`src/rtl/mini_alu_pkg.sv`:
```
`default_nettype none
// ============================================================================
//  Module   : mini_alu_pkg
//  Purpose  : Shared constants, types and helpers for the mini_alu_vga
//             painting block: 640x480@60 Hz timing, 8x8 cell grid geometry,
//             colour encodings and the input-bit map of the button bus.
//  Ports    : (package - none)
//  Revision : 1.0  initial release
// ============================================================================
package mini_alu_pkg;

  // Horizontal timing, in pixel clocks (25 MHz).
  localparam logic [9:0] H_VISIBLE = 10'd640;
  localparam logic [9:0] H_FRONT   = 10'd16;
  localparam logic [9:0] H_SYNC    = 10'd96;
  localparam logic [9:0] H_BACK    = 10'd48;
  localparam logic [9:0] H_TOTAL   = H_VISIBLE + H_FRONT + H_SYNC + H_BACK;

  // Vertical timing, in lines.
  localparam logic [9:0] V_VISIBLE = 10'd480;
  localparam logic [9:0] V_FRONT   = 10'd10;
  localparam logic [9:0] V_SYNC    = 10'd2;
  localparam logic [9:0] V_BACK    = 10'd33;
  localparam logic [9:0] V_TOTAL   = V_VISIBLE + V_FRONT + V_SYNC + V_BACK;

  // Sync windows are half-open: [START, END).
  localparam logic [9:0] H_SYNC_START = H_VISIBLE + H_FRONT;
  localparam logic [9:0] H_SYNC_END   = H_SYNC_START + H_SYNC;
  localparam logic [9:0] V_SYNC_START = V_VISIBLE + V_FRONT;
  localparam logic [9:0] V_SYNC_END   = V_SYNC_START + V_SYNC;

  // Grid geometry: 8 columns of 80 px, 8 rows of 60 lines.
  localparam logic [9:0] CELL_W   = 10'd80;
  localparam logic [9:0] CELL_H   = 10'd60;
  localparam logic [9:0] BORDER_W = 10'd4;
  localparam int         GRID_DIM = 8;
  localparam int         CELLS    = GRID_DIM * GRID_DIM;

  // Colour bits are {red, green, blue}.
  typedef enum logic [2:0] {
    COL_BLACK   = 3'b000,
    COL_BLUE    = 3'b001,
    COL_GREEN   = 3'b010,
    COL_CYAN    = 3'b011,
    COL_RED     = 3'b100,
    COL_MAGENTA = 3'b101,
    COL_YELLOW  = 3'b110,
    COL_WHITE   = 3'b111
  } colour_e;

  localparam logic [2:0] RESET_COLOUR  = 3'(COL_RED);
  localparam logic [2:0] BORDER_COLOUR = 3'(COL_WHITE);

  // Cursor position; packed as {y, x} it is directly the cell address.
  typedef struct packed {
    logic [2:0] y;
    logic [2:0] x;
  } cursor_t;

  // Bit positions of the user inputs on the internal button bus.
  localparam int IN_EAST   = 0;
  localparam int IN_NORTH  = 1;
  localparam int IN_SOUTH  = 2;
  localparam int IN_WEST   = 3;
  localparam int IN_CENTER = 4;
  localparam int IN_ROT_A  = 5;
  localparam int IN_ROT_B  = 6;
  localparam int IN_WIDTH  = 7;

  // Cell index of a pixel coordinate, by comparison against the cell
  // boundaries rather than a divider (the range is only 0..799).
  function automatic logic [2:0] cell_index(input logic [9:0] pos,
                                            input logic [9:0] size);
    logic [2:0] idx;
    idx = 3'd0;
    for (int i = 1; i < GRID_DIM; i++) begin
      if (pos >= 10'(i) * size) idx = 3'(i);
    end
    return idx;
  endfunction

  // Position of a coordinate inside its own cell.
  function automatic logic [9:0] cell_offset(input logic [9:0] pos,
                                             input logic [2:0] idx,
                                             input logic [9:0] size);
    return pos - ({7'd0, idx} * size);
  endfunction

  // True when an in-cell offset lies in the border band at either edge.
  function automatic logic on_border(input logic [9:0] off,
                                     input logic [9:0] size);
    return (off < BORDER_W) || (off >= size - BORDER_W);
  endfunction

endpackage
`default_nettype wire

```
`src/rtl/vga_timing.sv`:
```
`default_nettype none
// ============================================================================
//  Module   : vga_timing
//  Purpose  : 640x480@60 Hz raster generator. Divides the 50 MHz clock to a
//             25 MHz pixel enable and runs the horizontal/vertical counters.
//             Sync and visible outputs are combinational from the counters;
//             the parent registers them alongside the pixel colour.
//  Ports    : clk      in   system clock
//             rst      in   asynchronous active-high reset
//             hcount   out  pixel column 0..799
//             vcount   out  line 0..524
//             hsync_n  out  horizontal sync, active low
//             vsync_n  out  vertical sync, active low
//             visible  out  current counter position is in 640x480
//  Revision : 1.0  initial release
// ============================================================================
module vga_timing
  import mini_alu_pkg::*;
(
  input  logic       clk,
  input  logic       rst,
  output logic [9:0] hcount,
  output logic [9:0] vcount,
  output logic       hsync_n,
  output logic       vsync_n,
  output logic       visible
);

  logic       pix_en;
  logic [9:0] h_q;
  logic [9:0] v_q;

  // pix_en is low on the first clock after reset, so the first counter
  // step happens on the second clock edge.
  always_ff @(posedge clk or posedge rst) begin
    if (rst) begin
      pix_en <= 1'b0;
      h_q    <= 10'd0;
      v_q    <= 10'd0;
    end else begin
      pix_en <= ~pix_en;
      if (pix_en) begin
        if (h_q == H_TOTAL - 10'd1) begin
          h_q <= 10'd0;
          if (v_q == V_TOTAL - 10'd1) v_q <= 10'd0;
          else                        v_q <= v_q + 10'd1;
        end else begin
          h_q <= h_q + 10'd1;
        end
      end
    end
  end

  assign hcount  = h_q;
  assign vcount  = v_q;
  assign hsync_n = ~((h_q >= H_SYNC_START) && (h_q < H_SYNC_END));
  assign vsync_n = ~((v_q >= V_SYNC_START) && (v_q < V_SYNC_END));
  assign visible = (h_q < H_VISIBLE) && (v_q < V_VISIBLE);

endmodule
`default_nettype wire

```
`src/rtl/mini_alu_vga.sv`:
```
`default_nettype none
// ============================================================================
//  Module   : mini_alu_vga
//  Purpose  : Interactive VGA painting block. Buttons move a cursor over an
//             8x8 grid, the rotary encoder picks one of eight colours and the
//             rotary push paints the cursor cell. The cursor cell is drawn
//             with a 4 px white border band.
//  Ports    : Clock       in   50 MHz system clock
//             Reset       in   asynchronous active-high reset
//             BTN_EAST    in   cursor left
//             BTN_NORTH   in   cursor up
//             BTN_SOUTH   in   cursor down
//             BTN_WEST    in   cursor right
//             ROT_CENTER  in   paint cursor cell
//             ROT_A       in   colour index +1 (rising edge)
//             ROT_B       in   colour index -1 (rising edge)
//             VGA_RED/GREEN/BLUE  out  registered pixel colour
//             VGA_HSYNC   out  registered horizontal sync, active low
//             VGA_VSYNC   out  registered vertical sync, active low
//             SF_DATA     out  {1'b0, selected colour}
//  Revision : 1.0  initial release
// ============================================================================
module mini_alu_vga
  import mini_alu_pkg::*;
(
  input  logic       Clock,
  input  logic       Reset,
  input  logic       BTN_EAST,
  input  logic       BTN_NORTH,
  input  logic       BTN_SOUTH,
  input  logic       BTN_WEST,
  input  logic       ROT_CENTER,
  input  logic       ROT_A,
  input  logic       ROT_B,
  output logic       VGA_RED,
  output logic       VGA_GREEN,
  output logic       VGA_BLUE,
  output logic       VGA_HSYNC,
  output logic       VGA_VSYNC,
  output logic [3:0] SF_DATA
);

  // --------------------------------------------------------------------------
  // Input conditioning: two-flop synchronizer, then rising-edge detect.
  // --------------------------------------------------------------------------
  logic [IN_WIDTH-1:0] raw_in;
  logic [IN_WIDTH-1:0] sync_q1;
  logic [IN_WIDTH-1:0] sync_q2;
  logic [IN_WIDTH-1:0] prev_q;
  logic [IN_WIDTH-1:0] rise;

  assign raw_in = {ROT_B, ROT_A, ROT_CENTER, BTN_WEST, BTN_SOUTH, BTN_NORTH, BTN_EAST};

  always_ff @(posedge Clock or posedge Reset) begin
    if (Reset) begin
      sync_q1 <= '0;
      sync_q2 <= '0;
      prev_q  <= '0;
    end else begin
      sync_q1 <= raw_in;
      sync_q2 <= sync_q1;
      prev_q  <= sync_q2;
    end
  end

  assign rise = sync_q2 & ~prev_q;

  // Opposing requests in the same cycle cancel out.
  logic move_left;
  logic move_right;
  logic move_up;
  logic move_down;
  logic colour_inc;
  logic colour_dec;
  logic paint;

  assign move_left  = rise[IN_EAST]  & ~rise[IN_WEST];
  assign move_right = rise[IN_WEST]  & ~rise[IN_EAST];
  assign move_up    = rise[IN_NORTH] & ~rise[IN_SOUTH];
  assign move_down  = rise[IN_SOUTH] & ~rise[IN_NORTH];
  assign colour_inc = rise[IN_ROT_A] & ~rise[IN_ROT_B];
  assign colour_dec = rise[IN_ROT_B] & ~rise[IN_ROT_A];
  assign paint      = rise[IN_CENTER];

  // --------------------------------------------------------------------------
  // Cursor, colour and cell memory. A paint in the same cycle as a move or a
  // colour change stores the old colour at the old position, which falls out
  // of the non-blocking update order.
  // --------------------------------------------------------------------------
  cursor_t    cursor_q;
  logic [2:0] colour_q;
  logic [2:0] cell_mem [CELLS];

  always_ff @(posedge Clock or posedge Reset) begin
    if (Reset) begin
      cursor_q <= '0;
      colour_q <= RESET_COLOUR;
      for (int i = 0; i < CELLS; i++) cell_mem[i] <= 3'd0;
    end else begin
      if (paint) cell_mem[cursor_q] <= colour_q;

      // Cursor clamps at the grid edges.
      if (move_right && (cursor_q.x != 3'd7))     cursor_q.x <= cursor_q.x + 3'd1;
      else if (move_left && (cursor_q.x != 3'd0)) cursor_q.x <= cursor_q.x - 3'd1;

      if (move_down && (cursor_q.y != 3'd7))      cursor_q.y <= cursor_q.y + 3'd1;
      else if (move_up && (cursor_q.y != 3'd0))   cursor_q.y <= cursor_q.y - 3'd1;

      // Colour index wraps in both directions.
      if (colour_inc)      colour_q <= colour_q + 3'd1;
      else if (colour_dec) colour_q <= colour_q - 3'd1;
    end
  end

  assign SF_DATA = {1'b0, colour_q};

  // --------------------------------------------------------------------------
  // Raster timing.
  // --------------------------------------------------------------------------
  logic [9:0] hcount;
  logic [9:0] vcount;
  logic       hsync_n;
  logic       vsync_n;
  logic       visible;

  vga_timing u_timing (
    .clk     (Clock),
    .rst     (Reset),
    .hcount  (hcount),
    .vcount  (vcount),
    .hsync_n (hsync_n),
    .vsync_n (vsync_n),
    .visible (visible)
  );

  // --------------------------------------------------------------------------
  // Pixel mux.
  // --------------------------------------------------------------------------
  logic [2:0] pix_col;
  logic [2:0] pix_row;
  logic [9:0] h_off;
  logic [9:0] v_off;
  logic       at_cursor;
  logic       in_border;
  logic [2:0] pixel;

  always_comb begin
    pix_col   = cell_index(hcount, CELL_W);
    pix_row   = cell_index(vcount, CELL_H);
    h_off     = cell_offset(hcount, pix_col, CELL_W);
    v_off     = cell_offset(vcount, pix_row, CELL_H);
    at_cursor = (pix_col == cursor_q.x) && (pix_row == cursor_q.y);
    in_border = on_border(h_off, CELL_W) || on_border(v_off, CELL_H);
    pixel     = 3'b000;
    if (visible) begin
      if (at_cursor && in_border) pixel = BORDER_COLOUR;
      else                        pixel = cell_mem[{pix_row, pix_col}];
    end
  end

  // Colour and both syncs are registered together so they stay aligned.
  logic [2:0] rgb_q;
  logic       hsync_q;
  logic       vsync_q;

  always_ff @(posedge Clock or posedge Reset) begin
    if (Reset) begin
      rgb_q   <= 3'b000;
      hsync_q <= 1'b1;
      vsync_q <= 1'b1;
    end else begin
      rgb_q   <= pixel;
      hsync_q <= hsync_n;
      vsync_q <= vsync_n;
    end
  end

  assign VGA_RED   = rgb_q[2];
  assign VGA_GREEN = rgb_q[1];
  assign VGA_BLUE  = rgb_q[0];
  assign VGA_HSYNC = hsync_q;
  assign VGA_VSYNC = vsync_q;

endmodule
`default_nettype wire

```
`config.mk`:
```
export PLATFORM = sky130hd
export DESIGN_NAME = mini_alu_vga
export DESIGN_NICKNAME = d
export VERILOG_FILES = /design/src/rtl/mini_alu_pkg.sv /design/src/rtl/vga_timing.sv /design/src/rtl/mini_alu_vga.sv
export SDC_FILE = /design/constraint.sdc
export NUM_CORES = 1
export LEC_CHECK = 0
export ABC_CLOCK_PERIOD_IN_PS = 6500
export BUFFER_PORTS_ARGS = -buffer_cell sky130_fd_sc_hd__buf_2
export CAP_MARGIN = 5
export CORE_MARGIN = 2
export CORE_UTILIZATION = 59
export CTS_BUF_LIST = sky130_fd_sc_hd__clkbuf_4
export CTS_CLUSTER_DIAMETER = 120
export DETAILED_ROUTE_END_ITERATION = 16
export GPL_ROUTABILITY_DRIVEN = 0
export PLACE_DENSITY = 0.84
export SLEW_MARGIN = 5
export SYNTH_ARGS = -nofsm -noshare
export SYNTH_HDL_FRONTEND = slang
export SYNTH_HIERARCHICAL = 1
export SYNTH_SLANG_ARGS = --single-unit
```
`constraint.sdc`:
```
create_clock -name Clock -period 6.5 [get_ports Clock]
set_clock_uncertainty 0.1 [all_clocks]
set_input_delay 0.65 -clock Clock [delete_from_list [all_inputs] [get_ports Clock]]
set_output_delay 0.65 -clock Clock [all_outputs]
set_load 0.03 [all_outputs]
```
==> summary.txt, run 1 <==
Setup path
  – Arr. time, crit path: 5.92 ns
  – Cell mode on critical path: o21ai_0
  – CP Cell Sequence: o21ai_0 > nand2_1 > a31oi_1 > o21ai_0 > fa_1 > ha_1 > fa_1 > a21o_1 > a21oi_1 > ha_1 > o31ai_1 > nand4_1 > nor4_1 > nand4_1 > o21ai_0 > o311ai_1
  – WP data required: 6.92 ns
  – Crit Path Category: flip-flop to flip-flop
  – Worst path slowest cell: o21ai_0
  – Max incr delay on CP: 0.74 ns
  – Reg-to-reg startpoint: u_timing/vcount[3]$_DFFE_PP0P_
  – CP max FO: 20
  – Reg2Reg Capture Point: rgb_q[0]$_DFF_PP0_
  – CP Launch Type: flip-flop
  – CP top delay family: compound AO/OA/AOI/OAI gates
  – R2R setup slack: 1.01 ns
  – Critical Path Sink Type: flip-flop
  – Reg2Reg Depth: 16
  – Buf/Inv on CP: 0

Placed design
  – Dpl ws: 1.12 ns
  – Post-Place Cells: 1402
  – I/O Buffers: 16
  – Post-DP HPWL: 19.3 mm

Cells and area
  – Layout cells sized above 1: 0.297
  – FILL cells: 1601
  – Layout Cells excl Fill: 1528
  – Nets: 1244
  – Synth-to-Final Area Change: 9.23%
  – Highest-count cells in the layout ignoring fill and taps: dfrtp_1, mux2_2, nand2_1
  – Commonest non-fill, non-tap cell in the layout: dfrtp_1

CTS
  – Worst skew pair latency: 0.70 ns
  – H-tree depth: 3
  – Clk sinks: 248
  – Post-CTS setup buffer count: 0
  – CTS tree: built
  – Max Root-Sink Buffers: 3
  – Inserted Clock Buffers: 68
  – Clock slew at reported path FFs: 0.07 ns
  – Clk Tree Root Cell: clkbuf_4

Global routing
  – Gr usage total: 0.266
  – Global-route wire length before repair: 49.8 mm
  – Final global-route overflow total: 0
  – Vias in the first global route: 9901
  – Largest net degree at the start of global routing: 81
  – Initial antenna violation count: 1

Pwr
  – Peak supply drop: 428 uV
  – Leak Pwr: 6.57 nW
  – Final Power: 4.99 mW
  – Power Dens Cells: 351 nW/um^2

Drt
  – Vias/cell: 6.18
  – WL per Instance: 19.9 um
  – Final routed DRC violation total: 0
  – Starting DRC count in detailed routing: 609
  – First drt pass iteration count: 5
  – Via Count: 9439
  – Routed WL: 30.5 mm
  – Final ANT Viol Nets: 0

Die
  – Core area: 21800 um^2
  – Die width: 153 um
  – DIE AREA: 23300 um^2
  – Num ports: 18
  – Initial Util: 0.599
  – Die Ht: 153 um
  – Core Rows: 54

Worst hold path
  – Hold EP: sync_q2[4]$_DFF_PP0_
  – Worst min-delay path class: flip-flop to flip-flop
  – Hold path start: sync_q1[4]$_DFF_PP0_
  – Hold Path Stages: 0

Timing
  – Final Max Tran Viols: 0
  – Fin crit share: 0.845
  – RSZ-0062 raised after global routing: no
  – Setup-failing EPs final: 0
  – Slew margin rel.: 0.274
  – Setup_tns: 0 ns
  – Max Clk Rate: 0.182 GHz
  – Final WS setup: 1.01 ns
  – Min Tclk post-route: 5.49 ns
  – Worst Tran Pin Value: 1.08 ns
  – Final Hold Violating Endpoints: 0

Logic synthesis
  – Sequential fraction of the synthesis area: 0.477
  – Gate count after technology mapping: 1160
  – Synth Area per Inst: 11.2 um^2
  – Post-synthesis async set-or-reset flop share: 1.00
  – Seq cells post-synth: 248
  – Yosys cell types: 70
  – Number of synthesized flops with an enable pin: 0
  – Netlist Area Pre-Place: 13000 um^2
  – Synth Flop Type: dfrtp_1
  – Yosys warns: 6
  – Syn nets: 1204

Run status
  – Status: completed

Flow run
  – Max-cap viol count: 0
==> final cells by class <==
class / count / area (um^2) / share of cell area
clock buffer: 104 / 781 / 0.0549
sequential: 248 / 6210 / 0.437
timing repair buffer: 37 / 258 / 0.0181
multi-input combinational: 811 / 6400 / 0.450
tap: 280 / 350 / 0.0246
antenna: 1 / 2.50 / 0.000176
inverter: 34 / 131 / 0.00923
clock inverter: 13 / 90.1 / 0.00633
==> flip-flops by register name, indices dropped and copies added, names as in the netlist, 6 cells and up <==
register,count
prev_q,7
u_timing/hcount,10
sync_q1,7
sync_q2,7
u_timing/vcount,10
cell_mem,192
cursor_q,6
==> logic make-up after synthesis <==
group	after synthesis	share of synthesized area
xor+xnor	29	0.0195
fa+ha+maj	35	0.0382
compound gates	130	0.0694
simple gates	346	0.127
mux	270	0.233
flops	248	0.477
buf+inv	101	0.0356
other cells	1	0.000288
==> synthesized netlist by cell type, types with 4 or more instances <==
library cell    n  area share
and3_1          9      0.0043
o221ai_1        4      0.0027
a21o_1          7      0.0040
o211ai_1        4      0.0023
nand3b_1        4      0.0023
nor4_1          6      0.0029
a21oi_1        19      0.0073
ha_1           27       0.026
a211o_1         6      0.0040
nand2b_1        9      0.0043
inv_1          32      0.0092
o21ai_0        19      0.0073
mux4_2          7       0.012
and2_1          8      0.0038
o31ai_1         5      0.0029
fa_1            8       0.012
nand3_1        36       0.014
or2_2           4      0.0019
nor2_1         69       0.020
nand4_1        10      0.0048
a32oi_1        11      0.0074
a211oi_1        6      0.0035
nand2_1       145       0.042
buf_4           6      0.0035
a22oi_1         4      0.0023
mux2_2        197        0.17
xor2_1         16       0.011
nor3b_1         5      0.0029
clkbuf_1       42       0.012
nor3_1         14      0.0054
dfrtp_1       245        0.47
buf_2          13      0.0050
a31oi_1        25       0.012
o22ai_1         5      0.0024
xnor2_1        13      0.0087
mux2i_1        66       0.051
nor2b_1         7      0.0034
==> through the flow <==
| stage | instance area [um^2] | util | hold WS [ns] |
|---|---|---|---|
| floorplan | 13000 | - | 0.231 |
| global placement | 13300 | 0.610 | 0.233 |
| detailed placement | 13300 | 0.610 | 0.236 |
| CTS | 14200 | 0.654 | 0.239 |
| global route | 14200 | 0.654 | 0.245 |
| finish | 14200 | 0.654 | 0.236 |
==> worst register-to-register path, cell delays in order (launching register included) <==
cell and delay [ns]:
dfrtp_1 0.69, o21ai_0 0.22, nand2_1 0.13, a31oi_1 0.08, o21ai_0 0.74, fa_1 0.61
ha_1 0.27, fa_1 0.40, a21o_1 0.19, a21oi_1 0.17, ha_1 0.30, o31ai_1 0.22
nand4_1 0.14, nor4_1 0.28, nand4_1 0.12, o21ai_0 0.48, o311ai_1 0.19
==> worst max path at each step <==
stage | start | end | slack (ns) | depth (start not counted)
floorplan | u_timing/vcount[6]$_DFFE_PP0P_ | rgb_q[0]$_DFF_PP0_ | 1.91 | 18
global placement | u_timing/vcount[3]$_DFFE_PP0P_ | rgb_q[2]$_DFF_PP0_ | 1.37 | 16
detailed placement | u_timing/vcount[3]$_DFFE_PP0P_ | rgb_q[2]$_DFF_PP0_ | 1.12 | 16
CTS | u_timing/vcount[3]$_DFFE_PP0P_ | rgb_q[0]$_DFF_PP0_ | 1.07 | 16
global route | u_timing/vcount[3]$_DFFE_PP0P_ | rgb_q[0]$_DFF_PP0_ | 0.56 | 16
finish | u_timing/vcount[3]$_DFFE_PP0P_ | rgb_q[0]$_DFF_PP0_ | 1.01 | 16
==> repair_timing <==
action,in CTS,in global routing
hold buffers,8,0
endpoints found under the hold margin,9,0
setup endpoints to repair,0,0
gates resized for setup,0,0
==> layer usage <==
metal	GRT usage	routed length (um)	up-vias
li1	-	-	4260
met1	0.331	12300	4646
met2	0.436	14500	417
met3	0.0586	2090	116
met4	0.147	1550	0
met5	0	0	-
==> report_power, final <==
part           switching, mW  leakage (nW)  internal (mW)
Sequential             0.343          3.30           2.01
Clock                  0.651         0.520          0.768
Combinational          0.649          2.75          0.571
Total                   1.64          6.57           3.35
Note: power is estimated with default switching activity, not from simulation.
==> run 2: changes to the inputs <==
--- a/config.mk
+++ b/config.mk
@@ -5,16 +5,16 @@
 export SDC_FILE = /design/constraint.sdc
 export NUM_CORES = 1
 export LEC_CHECK = 0
-export ABC_CLOCK_PERIOD_IN_PS = 6500
+export ABC_CLOCK_PERIOD_IN_PS = 5500
 export BUFFER_PORTS_ARGS = -buffer_cell sky130_fd_sc_hd__buf_2
 export CAP_MARGIN = 5
 export CORE_MARGIN = 2
-export CORE_UTILIZATION = 59
+export CORE_UTILIZATION = 60
 export CTS_BUF_LIST = sky130_fd_sc_hd__clkbuf_4
 export CTS_CLUSTER_DIAMETER = 120
 export DETAILED_ROUTE_END_ITERATION = 16
 export GPL_ROUTABILITY_DRIVEN = 0
-export PLACE_DENSITY = 0.84
+export PLACE_DENSITY = 0.82
 export SLEW_MARGIN = 5
 export SYNTH_ARGS = -nofsm -noshare
 export SYNTH_HDL_FRONTEND = slang
==> constraint.sdc (replaced) <==
create_clock -name Clock -period 5.5 [get_ports Clock]
set_clock_uncertainty 0.1 [all_clocks]
set_input_delay 0.55 -clock Clock [delete_from_list [all_inputs] [get_ports Clock]]
set_output_delay 0.55 -clock Clock [all_outputs]
set_load 0.03 [all_outputs]
==> run 2 against run 1 <==
  * Non-clock buffer count grew 1
  * Cell count shrank 0.85%
  * Register-to-register slack lost 0.61 ns
  * Critical endpoint unchanged
  * Largest cell class unchanged
==> summary.txt, run 2 (synthesis gave the netlist of run 1 again) <==
Setup path
  – Arr. time, crit path: 5.50 ns
  – Reg2Reg Capture Point: rgb_q[0]$_DFF_PP0_
  – Max incr delay on CP: 0.52 ns
  – Worst path slowest cell: fa_1
  – CP Cell Sequence: and3_1 > and3_1 > o21ai_0 > or3b_1 > inv_1 > fa_1 > ha_1 > fa_1 > a21o_1 > a21oi_1 > ha_1 > o31ai_1 > nand4_1 > nor4_1 > nand4_1 > o21ai_1 > o311ai_1
  – Reg-to-reg startpoint: u_timing/vcount[5]$_DFFE_PP0P_
  – Reg2Reg Depth: 17
  – CP max FO: 12
  – CP Launch Type: flip-flop
  – CP top delay family: adder cells
  – Crit Path Category: flip-flop to flip-flop
  – R2R setup slack: 0.39 ns
  – Critical Path Sink Type: flip-flop
  – Buf/Inv on CP: 1
  – WP data required: 5.90 ns

Flow run
  – Max-cap viol count: 0

Global routing
  – Vias in the first global route: 9585
  – Final global-route overflow total: 0
  – Global-route wire length before repair: 49.1 mm
  – Largest net degree at the start of global routing: 154
  – Gr usage total: 0.277
  – Initial antenna violation count: 1

Drt
  – Routed WL: 29.9 mm
  – Highest metal used: met4
  – Final routed DRC violation total: 0
  – M1 WL: 12.4 mm
  – WL per Instance: 19.7 um
  – First drt pass iteration count: 5
  – Starting DRC count in detailed routing: 755
  – Vias/cell: 6.22
  – Final ANT Viol Nets: 0
  – WL met2: 14.2 mm
  – Detail Route met3 WL: 2.16 mm
  – Via Count: 9423

Die
  – DIE AREA: 22900 um^2
  – Initial Util: 0.616
  – Core area: 21200 um^2
  – Die width: 151 um
  – Die Ht: 151 um
  – Core Rows: 53
  – Num ports: 18

Cells and area
  – Nets: 1243
  – Max reg flops: 192
  – Highest-count cells in the layout ignoring fill and taps: dfrtp_1, mux2_2, nand2_1
  – Synth-to-Final Area Change: 8.61%
  – Commonest non-fill, non-tap cell in the layout: dfrtp_1
  – Layout cells sized above 1: 0.291
  – Layout Cells excl Fill: 1515
  – Biggest register: cell_mem

CTS
  – Inserted Clock Buffers: 66
  – Clock slew at reported path FFs: 0.06 ns
  – Max Root-Sink Buffers: 3
  – Worst skew pair latency: 0.68 ns
  – H-tree depth: 3
  – Post-CTS setup buffer count: 0
  – Clk Tree Root Cell: clkbuf_4
  – Clk sinks: 248
  – CTS tree: built

Timing
  – Max Clk Rate: 0.196 GHz
  – RSZ-0062 raised after global routing: no
  – Worst Tran Pin Value: 1.18 ns
  – Final Hold Violating Endpoints: 0
  – Slew margin rel.: 0.207
  – Setup-failing EPs final: 0
  – Fin crit share: 0.929
  – Min Tclk post-route: 5.11 ns
  – Final Max Tran Viols: 0
  – Setup_tns: 0 ns

Pwr
  – Pint: 3.85 mW
  – Clock power share: 0.267
  – Peak supply drop: 575 uV
  – Switching power: 1.88 mW
  – Combinational group share of total power: 0.236
  – Sw Share: 0.329
  – Power Dens Cells: 405 nW/um^2
  – Sequential share of power: 0.497
  – Leak Pwr: 6.53 nW

Placed design
  – I/O Buffers: 16
  – Post-DP HPWL: 18.8 mm
  – Post-Place Cells: 1398

Worst hold path
  – Hold EP: sync_q2[3]$_DFF_PP0_
  – Worst min-delay path class: flip-flop to flip-flop
  – Hold Path Stages: 0
  – Hold path start: sync_q1[3]$_DFF_PP0_

Run status
  – Status: completed
[run 2: cell count changes in the layout (fill, tap and decap cells not counted), sizes merged]
cell,previous run,this run
clkinv,10,8
inv,34,33
clkbuf,104,98
buf,29,30
diode,1,2
bufinv,1,0
[run 2: area by class of cell]
class,count,area [um^2]
Multi-Input combinational cell,811,6400
Sequential cell,248,6210
Clock buffer,98,736
Tap cell,275,344
Fill cell,1568,7010
Timing Repair Buffer,38,278
Inverter,34,131
Clock inverter,9,37.5
Antenna cell,2,5.00
[run 2: how the worst max path moves through the flow]
stage / depth (start not counted) / slack (ns) / from / endpoint
2_1_floorplan: 18 / 0.91 / u_timing/vcount[6]$_DFFE_PP0P_ / rgb_q[0]$_DFF_PP0_
3_3_place_gp: 17 / 0.40 / u_timing/vcount[5]$_DFFE_PP0P_ / rgb_q[2]$_DFF_PP0_
3_5_place_dp: 17 / 0.28 / u_timing/vcount[5]$_DFFE_PP0P_ / rgb_q[0]$_DFF_PP0_
4_1_cts: 17 / 0.21 / u_timing/vcount[5]$_DFFE_PP0P_ / rgb_q[0]$_DFF_PP0_
5_1_grt: 17 / 0.08 / u_timing/vcount[5]$_DFFE_PP0P_ / rgb_q[0]$_DFF_PP0_
6_report: 17 / 0.39 / u_timing/vcount[5]$_DFFE_PP0P_ / rgb_q[0]$_DFF_PP0_
[run 2: power by group through the flow]
stage | clock [mW] | sequential, mW | combinational, mW
after floorplan | 0 | 2.65 | 1.14
after global placement | 0 | 2.83 | 1.29
after detailed placement | 0 | 2.87 | 1.34
after CTS | 1.56 | 2.84 | 1.35
after global routing | 1.66 | 2.92 | 1.48
final | 1.53 | 2.85 | 1.35
[run 2: what timing repair did]
item | 4_1_cts | 5_1_grt
resized for setup | 0 | 1
hold buffers | 8 | 0
hold endpoints to repair | 28 | 0
endpoints found under the setup margin | 0 | 3
[run 2: worst reg2reg max path: stages (launching register included)]
cell and delay, ns:
dfrtp_1 0.51, and3_1 0.29, and3_1 0.18, o21ai_0 0.13, or3b_1 0.42, inv_1 0.23, fa_1 0.52, ha_1 0.26
fa_1 0.41, a21o_1 0.20, a21oi_1 0.16, ha_1 0.29, o31ai_1 0.20, nand4_1 0.11, nor4_1 0.27, nand4_1 0.13
o21ai_1 0.36, o311ai_1 0.17
[run 2: layer usage]
| layer | track usage | vias to the layer above |
|---|---|---|
| met5 | 0 | - |
| met4 | 0.123 | 0 |
| met3 | 0.0627 | 90 |
| met2 | 0.440 | 399 |
| met1 | 0.367 | 4689 |
| li1 | - | 4245 |
[run 2: stage by stage]
stage	hold WS, ns	utilization	setup slack, ns	power [mW]	instance area, um^2
2_1_floorplan	0.231	-	0.910	3.79	13000
3_3_place_gp	0.233	0.628	0.399	4.11	13300
3_5_place_dp	0.237	0.628	0.278	4.21	13300
4_1_cts	0.236	0.669	0.206	5.75	14100
5_1_grt	0.254	0.669	0.0779	6.06	14100
6_report	0.247	0.669	0.391	5.73	14100
==> run 3: changes to the inputs <==
--- a/config.mk
+++ b/config.mk
@@ -5,6 +5,7 @@
 export SDC_FILE = /design/constraint.sdc
 export NUM_CORES = 1
 export LEC_CHECK = 0
+export ABC_AREA = 1
 export ABC_CLOCK_PERIOD_IN_PS = 5500
 export BUFFER_PORTS_ARGS = -buffer_cell sky130_fd_sc_hd__buf_2
 export CAP_MARGIN = 5
==> run 3 against run 2 <==
  * Worst setup slack worse by 0.12 ns
  * Largest cell class is now sequential cells
  * Critical endpoint is now rgb_q[2]$_DFF_PP0_
  * Register-to-register slack got worse by 0.12 ns
  * Wire length grew 12%
  * Clock power up 8%
  * Critical path depth up 8
  * Utilization up 0.57 points
==> summary.txt, run 3 <==
CTS
  – H-tree depth: 3
  – CTS tree: built
  – Clk sinks: 248
  – Clock slew at reported path FFs: 0.07 ns
  – Worst skew pair latency: 0.69 ns
  – Clk Tree Root Cell: clkbuf_4
  – Inserted Clock Buffers: 67
  – Max Root-Sink Buffers: 3

Global routing
  – Final global-route overflow total: 0
  – Vias in the first global route: 11.2k
  – Initial antenna violation count: 1
  – Global-route wire length before repair: 54.7 mm
  – Largest net degree at the start of global routing: 163
  – Gr usage total: 0.304

Drt
  – Vias/cell: 5.73
  – First drt pass iteration count: 5
  – Starting DRC count in detailed routing: 1145
  – WL met2: 15.6 mm
  – M1 WL: 14.0 mm
  – Final ANT Viol Nets: 0
  – Detail Route met3 WL: 2.56 mm
  – WL per Instance: 16.3 um
  – Final routed DRC violation total: 0
  – Routed WL: 33.4 mm
  – Via Count: 11.7k
  – Highest metal used: met4

Timing
  – Fin crit share: 0.950
  – Hold_ws: 0.244 ns
  – Final Hold Violating Endpoints: 0
  – Worst Tran Pin Value: 1.24 ns
  – Final WS setup: 0.272 ns
  – Setup-failing EPs final: 0
  – Max Clk Rate: 0.191 GHz
  – Min Tclk post-route: 5.23 ns
  – Slew margin rel.: 0.167
  – Final Max Tran Viols: 0
  – Setup_tns: 0 ns

Cells and area
  – Nets: 1770
  – Multi-input gate area: 5890 um^2
  – Commonest non-fill, non-tap cell in the layout: nand2_1
  – Fin util: 0.674
  – Post-Layout Inst Area: 14200 um^2
  – Highest-count cells in the layout ignoring fill and taps: nand2_1, dfrtp_1, nand3_1
  – Max reg flops: 192
  – Layout Cells excl Fill: 2047
  – Synth-to-Final Area Change: 9.82%
  – Storage element area: 6210 um^2
  – Biggest register: cell_mem
  – Layout cells sized above 1: 0.103
  – FILL cells: 1760

Logic synthesis
  – Synth Flop Type: dfrtp_1
  – Largest area contributor in the netlist: dfrtp_1
  – Yosys warns: 6
  – Netlist Area Pre-Place: 13000 um^2
  – Syn nets: 1720
  – Number of synthesized flops with an enable pin: 0
  – Sequential fraction of the synthesis area: 0.479
  – Area share of the leading cell type in the synthesized netlist: 0.473
  – Yosys cell types: 43
  – Area contributors post-synth: dfrtp_1, nand2_1, nand3_1
  – Gate count after technology mapping: 1676
  – Seq cells post-synth: 248
  – Synth Area per Inst: 7.73 um^2
  – Post-synthesis async set-or-reset flop share: 1.00
  – Count leader, synth: nand2_1
  – Post-synth top cells: nand2_1, dfrtp_1, nand3_1

Setup path
  – Reg-to-reg startpoint: u_timing/vcount[5]$_DFFE_PP0P_
  – CP max FO: 10
  – CP Launch Type: flip-flop
  – R2R setup slack: 0.27 ns
  – Cell mode on critical path: nand2_1
  – Max incr delay on CP: 0.57 ns
  – Critical Path Sink Type: flip-flop
  – CP top delay family: adder cells
  – Buf/Inv on CP: 5
  – Arr. time, crit path: 5.72 ns
  – Crit. Startpoint: u_timing/vcount[5]$_DFFE_PP0P_
  – Crit Path Category: flip-flop to flip-flop
  – WP data required: 5.99 ns
  – Worst path slowest cell: fa_1

Die
  – Initial Util: 0.614
  – Core area: 21100 um^2
  – Num ports: 18
  – Die Ht: 151 um
  – Core Rows: 53
  – Die width: 151 um
  – DIE AREA: 22800 um^2

Flow run
  – Max-cap viol count: 0

Placed design
  – I/O Buffers: 16
  – Dpl ws: 0.214 ns
  – Post-Place Cell Area: 13200 um^2
  – Post-Place Cells: 1917
  – Post-DP HPWL: 20.3 mm

Pwr
  – Leak Pwr: 6.88 nW
  – Power Dens Cells: 405 nW/um^2
  – Peak supply drop: 491 uV
  – Final Power: 5.77 mW

Worst hold path
  – Worst min-delay path class: flip-flop to flip-flop
  – Hold path start: sync_q1[0]$_DFF_PP0_

Run status
  – Status: completed
run 3: final cells by class:
type	instances	area share
timing repair buffer	55	0.0285
inverter	136	0.0367
multi-input combinational	1218	0.414
antenna	2	0.000352
clock buffer	94	0.0496
sequential	248	0.437
tap	275	0.0242
clock inverter	19	0.00985
run 3: where the power goes:
part | leakage, nW | switching [mW] | internal, mW
Sequential | 3.31 | 0.324 | 2.33
Combinational | 3.08 | 0.961 | 0.494
Clock | 0.497 | 0.770 | 0.885
Total | 6.88 | 2.05 | 3.71
run 3: final timing paths:
path                            depth (start not counted)                             end
worst min register to register                          0            sync_q2[0]$_DFF_PP0_
worst max-delay path                                   25              rgb_q[2]$_DFF_PP0_
worst max register to register                         25              rgb_q[2]$_DFF_PP0_
min in group asynchronous                               3  u_timing/vcount[5]$_DFFE_PP0P_
max in group asynchronous                               4       cell_mem[149]$_DFFE_PP0P_
worst min-delay path                                    0            sync_q2[0]$_DFF_PP0_
run 3: logic make-up after synthesis:
kind of cell	synth area share
AND/OR/NAND/NOR	0.293
AO/OA/AOI/OAI	0.104
flip-flops	0.479
buffers and inverters	0.0684
adder cells (fa/ha/maj)	0.0384
XOR/XNOR	0.0142
multiplexers	0.00174
other	0.000290
run 3: routing by layer:
| layer | vias to the layer above | global-route usage |
|---|---|---|
| met1 | 5564 | 0.411 |
| met3 | 106 | 0.0563 |
| li1 | 5592 | - |
| met4 | 0 | 0.125 |
| met2 | 477 | 0.490 |
| met5 | - | 0 |
run 3: repair_timing:
action                                 CTS  global route
endpoints found under the hold margin   18             0
hold buffers                             8             0
resized for setup                        0             5
buffers inserted                         0             7
setup endpoints to repair                0             3
